--- src/rtl/hilo_muldiv_ctrl.sv ---
// hilo_muldiv_ctrl: multi-cycle MULT/MULTU/DIV/DIVU sequencer feeding HI/LO.
// Holds the pipeline (stall_req) while an op runs and writes HI/LO once.
// The multiply runs for MUL_LATENCY cycles. The divide is restoring, one bit per cycle.
// Optional feature: define MULDIV_FAST_DIVZERO_EN to finish DIV/DIVU by zero
// in one cycle (HI=src1, LO=all ones). Without it, all iterations run.
module hilo_muldiv_ctrl #(
  parameter int MUL_LATENCY = 2,
  parameter int DIV_ITERS   = 32
) (
  input  logic        clk,
  input  logic        rstn,
  input  logic        start,
  input  logic [1:0]  op,
  input  logic [31:0] src1,
  input  logic [31:0] src2,
  input  logic        cancel,
  input  logic        stall,
  output logic        stall_req,
  output logic        busy,
  output logic [31:0] hi_out,
  output logic [31:0] lo_out,
  output logic        whilo_out
);

  typedef enum logic [1:0] {S_IDLE, S_MUL, S_DIV, S_DONE} state_t;

  localparam logic [4:0] MUL_LOAD = 5'(MUL_LATENCY - 1);
  localparam logic [4:0] DIV_LOAD = 5'(DIV_ITERS - 1);

  state_t      state, state_nx;
  logic        accept, fast_dz, op_signed;
  logic        is_signed_q, q_neg_q, r_neg_q;
  logic [4:0]  cnt_q;
  logic [31:0] a_q, b_q, rem_q;
  logic [31:0] res_hi_q, res_lo_q, hi_q, lo_q;
  logic [31:0] src1_mag, src2_mag;
  logic [32:0] div_shift, div_diff;
  logic        div_ge;
  logic [31:0] div_rem_nx, div_quo_nx;
  logic [63:0] mul_a, mul_b, mul_prod;

  // An op is taken only from IDLE, and a cancel in the same cycle wins over it.
  assign accept    = (state == S_IDLE) && start && !cancel;
  assign op_signed = !op[0];
  assign src1_mag  = (op_signed && src1[31]) ? -src1 : src1;
  assign src2_mag  = (op_signed && src2[31]) ? -src2 : src2;

`ifdef MULDIV_FAST_DIVZERO_EN
  assign fast_dz = op[1] && (src2 == 32'd0);
`else
  assign fast_dz = 1'b0;
`endif

  // One restoring-division step. The 33-bit compare also covers the case
  // where the shifted remainder overflows 32 bits.
  assign div_shift  = {rem_q, a_q[31]};
  assign div_diff   = div_shift - {1'b0, b_q};
  assign div_ge     = (div_shift >= {1'b0, b_q});
  assign div_rem_nx = div_ge ? div_diff[31:0] : div_shift[31:0];
  assign div_quo_nx = {a_q[30:0], div_ge};

  // Sign- or zero-extend the operands so that one 64x64 multiply serves both MULT and MULTU.
  assign mul_a    = is_signed_q ? {{32{a_q[31]}}, a_q} : {32'd0, a_q};
  assign mul_b    = is_signed_q ? {{32{b_q[31]}}, b_q} : {32'd0, b_q};
  assign mul_prod = mul_a * mul_b;

  // State register.
  // NOTE: sequential state uses non-blocking assignments, so every flop samples pre-edge values.
  always_ff @(posedge clk or negedge rstn) begin
    if (!rstn) state <= S_IDLE;
    else       state <= state_nx;
  end

  // Next-state and strobe logic.
  // NOTE: every output gets a default first, so no path through the case infers a latch.
  always_comb begin
    state_nx  = state;
    whilo_out = 1'b0;
    case (state)
      S_IDLE: if (accept) state_nx = !op[1] ? S_MUL : (fast_dz ? S_DONE : S_DIV);
      S_MUL:  if (cnt_q == 5'd0) state_nx = S_DONE;
      S_DIV:  if (cnt_q == 5'd0) state_nx = S_DONE;
      S_DONE: if (!stall) begin
        state_nx  = S_IDLE;
        whilo_out = !cancel;
      end
      default: state_nx = S_IDLE;
    endcase
    if (cancel) state_nx = S_IDLE;
  end

  assign stall_req = accept || (state == S_MUL) || (state == S_DIV);
  assign busy      = (state != S_IDLE);

  // Operand latch, iteration counter and the multiply/divide datapath.
  // NOTE: pure datapath flops carry no reset; the FSM never reads them before an accept loads them.
  always_ff @(posedge clk) begin
    if (accept) begin
      is_signed_q <= op_signed;
      q_neg_q     <= op_signed && (src1[31] ^ src2[31]);
      r_neg_q     <= op_signed && src1[31];
      rem_q       <= 32'd0;
      if (op[1]) begin
        cnt_q <= DIV_LOAD;
        a_q   <= src1_mag;
        b_q   <= src2_mag;
      end else begin
        cnt_q <= MUL_LOAD;
        a_q   <= src1;
        b_q   <= src2;
      end
      if (fast_dz) begin
        res_hi_q <= src1;
        res_lo_q <= 32'hFFFF_FFFF;
      end
    end else if (state == S_MUL) begin
      cnt_q <= cnt_q - 5'd1;
      if (cnt_q == 5'd0) begin
        res_hi_q <= mul_prod[63:32];
        res_lo_q <= mul_prod[31:0];
      end
    end else if (state == S_DIV) begin
      cnt_q <= cnt_q - 5'd1;
      rem_q <= div_rem_nx;
      a_q   <= div_quo_nx;
      if (cnt_q == 5'd0) begin
        res_hi_q <= r_neg_q ? -div_rem_nx : div_rem_nx;
        res_lo_q <= q_neg_q ? -div_quo_nx : div_quo_nx;
      end
    end
  end

  // Committed HI/LO. The new value is presented during the write cycle and then held.
  always_ff @(posedge clk or negedge rstn) begin
    if (!rstn) begin
      hi_q <= 32'd0;
      lo_q <= 32'd0;
    end else if (whilo_out) begin
      hi_q <= res_hi_q;
      lo_q <= res_lo_q;
    end
  end

  assign hi_out = whilo_out ? res_hi_q : hi_q;
  assign lo_out = whilo_out ? res_lo_q : lo_q;

endmodule
--- config.mk ---
export PLATFORM = sky130hd
export DESIGN_NAME = hilo_muldiv_ctrl
export DESIGN_NICKNAME = d
export VERILOG_FILES = /design/src/rtl/hilo_muldiv_ctrl.sv
export SDC_FILE = /design/constraint.sdc
export NUM_CORES = 2
export LEC_CHECK = 0
export ABC_AREA = 1
export CAP_MARGIN = 0
export CELL_PAD_IN_SITES_DETAIL_PLACEMENT = 0
export CELL_PAD_IN_SITES_GLOBAL_PLACEMENT = 1
export CORE_UTILIZATION = 45
export CTS_CLUSTER_DIAMETER = 60
export DETAILED_ROUTE_END_ITERATION = 8
export GPL_ROUTABILITY_DRIVEN = 0
export PLACE_DENSITY = 0.77
export SYNTH_ARGS = -nofsm -noshare
export SYNTH_HDL_FRONTEND = slang
export SYNTH_SLANG_ARGS = --single-unit
--- constraint.sdc ---
create_clock -name clk -period 8.7 [get_ports clk]
set_input_delay 1.74 -clock clk [delete_from_list [all_inputs] [get_ports clk]]
set_output_delay 1.74 -clock clk [all_outputs]
set_load 0.005 [all_outputs]
# Word level (Yosys, flattened, before mapping)
# Index checks and enable logic that the tools add are counted.
# totals
word_cells	86
mem_bits_rw	0
ff_bits	234
in_bits	71
latchBits	0
out_inout_bits	67
rom_bits	0
n_memories	0
# op_classes
shifts	0
n_mux	34
n_reduce_logical	20
bitwise_logic	3
n_eq_ne	9
magnitude_cmp	1
n_div	0
mul	1
add_sub_neg	6
# ops
operator	count
2-to-1 mux 32 bit	20
2-to-1 mux 64 bit	2
negator 32 bit	4
multiplier 64 x 64 -> 64 bit	1
>= comparator 33 x 32 -> 1 bit	1
subtractor 32 bit	1
2-to-1 mux 5 bit	4
2-to-1 mux 2 bit	5
inequality test 2 bit, second input constant	3
inequality test 3 bit, second input constant	2
one-hot mux 2 bit (3 select lines)	1
nonzero test 2 bit	3
logical AND 1 bit	5
zero test 5 bit	1
subtractor 5 x 1 -> 5 bit, second input constant	1
== test 2 bit, second input constant	2
AND reduction 2 bit	2
AND reduction 4 bit	1
inequality test 3 x 1 -> 1 bit, second input constant	1
AND reduction 3 bit	1
nonzero test 3 bit	1
== test 2 x 1 -> 1 bit, second input constant	1
zero test 1 bit	2
zero test 2 bit	1
5 further kinds	8

# Logic depth before layout (Yosys ltp)
# depth
depth_word	7
mapped_depth	40
depth_no_buf	39

# Least setup slack after synthesis
# No wires, ideal clock.
# synth_timing
path_kind	reg2reg
start	register a_q[31]
end	register res_hi_q[30], data pin
arrival_time_ns	8.728
t_required_ns	8.444
path_stages_with_launch	34
setup_ns	0.256
path_slack_ns	-0.284
period_less_slack_ns	8.984
path_buffers	2
path_cell_list	edfxtp_1 clkbuf_1 nand2_1 clkbuf_1 nor2_1 fa_1 inv_1 fa_1 inv_1 fa_1 inv_1 fa_1 inv_1 fa_1 fa_1 fa_1 inv_1 fa_1 inv_1 fa_1 inv_1 fa_1 inv_1 ha_1 inv_1 nor3_1 nand2_1 nor3_1 inv_1 o221a_2 nand2_1 a21oi_1 o21ai_0 nand2_1
# synth_via
elab_chain_cells	7
elab_cells_between_ends	11
cone_classes	add/sub (2); mul (1); order compare (1); mux (7)
# synth_rtl
element	line_no	source
from (decl)	34	logic [31:0] a_q, b_q, rem_q;
from (signal assigned)	105	a_q <= src1_mag;
from (signal assigned)	109	a_q <= src1;
from (signal assigned)	125	a_q <= div_quo_nx;
parallel branches: the longest is 6 deep, another holds multiplier 64 x 64 -> 64 bit	n/a	
2-to-1 mux 32 bit (*)	116	end else if (state == S_MUL) begin
to (signal assigned)	113	res_hi_q <= src1;
to (signal assigned)	119	res_hi_q <= mul_prod[63:32];
to (signal assigned)	127	res_hi_q <= r_neg_q ? -div_rem_nx : div_rem_nx;
to (decl)	35	logic [31:0] res_hi_q, res_lo_q, hi_q, lo_q;
# Every way passes the cells marked *. The select of a mux whose other input is x is not followed.
# A chain may end at the register's enable or synchronous reset.

# Final worst setup path
# layout_timing
start	register a_q[31]
end	register res_hi_q[20], data pin
# Same word-level chain as after synthesis.

==> flow_metrics.env <==
export IMPL_run_status="complete, no violations"
export IMPL_finalHoldViolCount=0
export IMPL_synth_edf_count=136
export IMPL_clock_sinks=234
export IMPL_dp_final_hpwl_um=185800
export IMPL_crit_fanout=8
export IMPL_setup_viol=0
export IMPL_placementRows=138
export IMPL_numPortBuffers=137
export IMPL_crit_required_ps=9080
export IMPL_syn_inst=8058
export IMPL_fin_crit_sh_pct=98.99
export IMPL_ant_nets=0
export IMPL_critical_path_class="flip-flop to flip-flop"
export IMPL_cp_common_cell="fa_1"
export IMPL_slowest_stage="fa_1"
export IMPL_arrival_ps=8990
export IMPL_yosysTopAreaCellShare_pct=44.21
export IMPL_cts_hold_buf=0
export IMPL_rsz0062_at_grt="true"
export IMPL_core_sq_um=141600
export IMPL_clk_path_buf_depth=3
export IMPL_async_flop_share_pct=28.21
export IMPL_die_h_um=380.0
export IMPL_drive_gt1_share_pct=12.51
export IMPL_period_minus_slack_ps=8613
export IMPL_cp_end_kind="flip-flop"
export IMPL_drc=0
export IMPL_hold_class="flip-flop to flip-flop"
export IMPL_syn_to_final_growth_pct=16.64
export IMPL_cp_top_family="adder cells"
export IMPL_clock_skew_ps=20.06
export IMPL_slowest_delay_ps=600
export IMPL_nNetsFinal=10360
export IMPL_synth_nets=9901
export IMPL_tritoncts="yes"
export IMPL_avgSynthCellArea_sq_um=7.980
export IMPL_yosys_top_cells_count="inv_1 (2510), nand2_1 (1912), fa_1 (1420)"
export IMPL_vias=53170
export IMPL_synth_seq_area_share_pct=9.915
export IMPL_ys_warn_count=0
export IMPL_final_util_pct=52.98
export IMPL_synth_cell_types=58
export IMPL_startpoint_type="flip-flop"
export IMPL_grt_use_total_pct=31.27
export IMPL_timing_slew_headroom_pct=14.03
export IMPL_synth_area_leaders="fa_1 (44%), inv_1 (15%), nand2_1 (11%)"
export IMPL_wl_per_cell_um=21.24
export IMPL_yosys_area_top_type="fa_1"
export IMPL_cts_buffers=37
export IMPL_drt_iter0_drc=4501
export IMPL_clk_latency_ps=630
export IMPL_drtPass1Iterations=6
export IMPL_clockRootBuffer="clkbuf_16"
export IMPL_htreeDepth=2
export IMPL_grt_pass1_wl_um=340100
export IMPL_synth_seq_cells=234
export IMPL_antenna_found_initial=4
export IMPL_grt_overflow_total=0
export IMPL_die_area_sq_um=144400
export IMPL_totalWireLength_um=221600
export IMPL_io_pins=138
export IMPL_initial_utilization_pct=45.42
export IMPL_via_per_inst=5.095
export IMPL_fillers=13460
export IMPL_timing_critical_path_buf_inv=10
export IMPL_grt_max_degree=67
export IMPL_drv_slew=0
export IMPL_syn_area_sq_um=64310
export IMPL_drv_cap=0
export IMPL_yosysMostFrequentCell="inv_1"
export IMPL_clkSlewWorstSetupHoldPaths_ps=60
export IMPL_first_global_vias=57040
export IMPL_die_w_um=380.0
export IMPL_max_freq_ghz=0.1161
export IMPL_worst_slew_pin_slew_ps=1276
export IMPL_synth_top_flop_cell="edfxtp_1"
layout by cell type (no fill, tap or decap), types with 48 or more instances in the layout:
master,synthesis,routed
inv_1,2510,2474
fa_1,1420,1361
nand2_1,1912,1880
xor2_1,74,73
nor3_1,67,48
a21oi_1,167,138
nor2_2,13,53
dfrtp_1,66,66
xnor2_1,67,65
fa_2,0,59
clkdlybuf4s50_1,0,136
nor2_1,329,265
nand2_2,33,62
o21ai_0,168,140
ha_1,352,320
buf_4,4,501
buf_12,1,68
nand3_1,145,138
edfxtp_1,136,136
registers in the layout, indices dropped and copies added (netlist names):
signal	flops
res_lo_q	32
lo_q	32
cnt_q	5
rem_q	32
b_q	32
q_neg_q	1
a_q	32
r_neg_q	1
res_hi_q	32
hi_q	32
is_signed_q	1
state	2
worst min-delay path, delay by kind of cell, from the launching register on:
| family | cells | cell delay [ps] |
|---|---|---|
| and+or+nand+nor | 2 | 110 |
| DFF | 1 | 320 |
what timing repair did:
action,in CTS,in global routing
setup buffers,11,46
gates resized for setup,90,325
cloned,2,3
setup endpoints to repair,24,36
pin swaps,32,137
cell type report:
cell class	instances	area [sq um]	area share, %
inverters	2522	9479	12.64
flip-flops and latches	234	6376	8.501
diodes	2	5.005	0.006673
well taps	1890	2365	3.153
multi-input cells	4981	48560	64.74
clock inverters	23	271.5	0.3620
clock buffers	44	983.4	1.311
repair buffers	739	6967	9.288
layer usage:
metal	up-vias	share of wire [%]	global-route usage (%)	routed length (um)
met5	-	0.0063	0	14
met2	2102	47	52.22	104500
met1	26800	39	39.18	85880
met4	2	6.0	15.58	13340
li1	23770	-	-	-
met3	496	8.1	5.311	17910
through the flow:
| stage | hold WS [ps] | setup TNS [ps] | instances | instance area, sq um | setup slack (ps) |
|---|---|---|---|---|---|
| after global placement | 453.4 | -5418 | 10310 | 71630 | -480.0 |
| after CTS | 469.1 | -155.1 | 10390 | 73400 | -66.18 |
| final | 463.3 | 0 | 10440 | 75010 | 87.50 |
| after global routing | 489.7 | -1961 | 10430 | 75000 | -188.3 |
| after floorplan | 448.5 | 0 | 8058 | 64310 | 15.01 |
| after detailed placement | 456.1 | -7769 | 10310 | 71630 | -590.6 |
kinds of logic (layout without fill, tap and decap cells):
logic type,count (synthesis),count (layout),share of synthesized area [%]
AOI/OAI and AO/OA,484,484,4.246
xor gates and xnor gates,141,141,1.920
adders and majority gates,1772,1772,51.06
buffers and inverters,2843,3328,16.69
DFF,234,234,9.915
other,0,2,0
and+or+nand+nor,2584,2584,16.17
worst paths after layout:
kind | start | endpoint | slack, ps | cells past startpoint
worst max-delay path | a_q[31] | res_hi_q[20] | 90 | 34
worst min-delay path | lo_q[21] | lo_q[21] | 460 | 2
worst max register to register | a_q[31] | res_hi_q[20] | 90 | 34
worst min register to register | lo_q[21] | lo_q[21] | 460 | 2
max in group asynchronous | rstn | hi_q[2] | 6770 | 2
min in group asynchronous | rstn | lo_q[3] | 1320 | 2
Power is not shown: default switching activity piles up to over one toggle a cycle in this logic, so the estimate is an artifact.
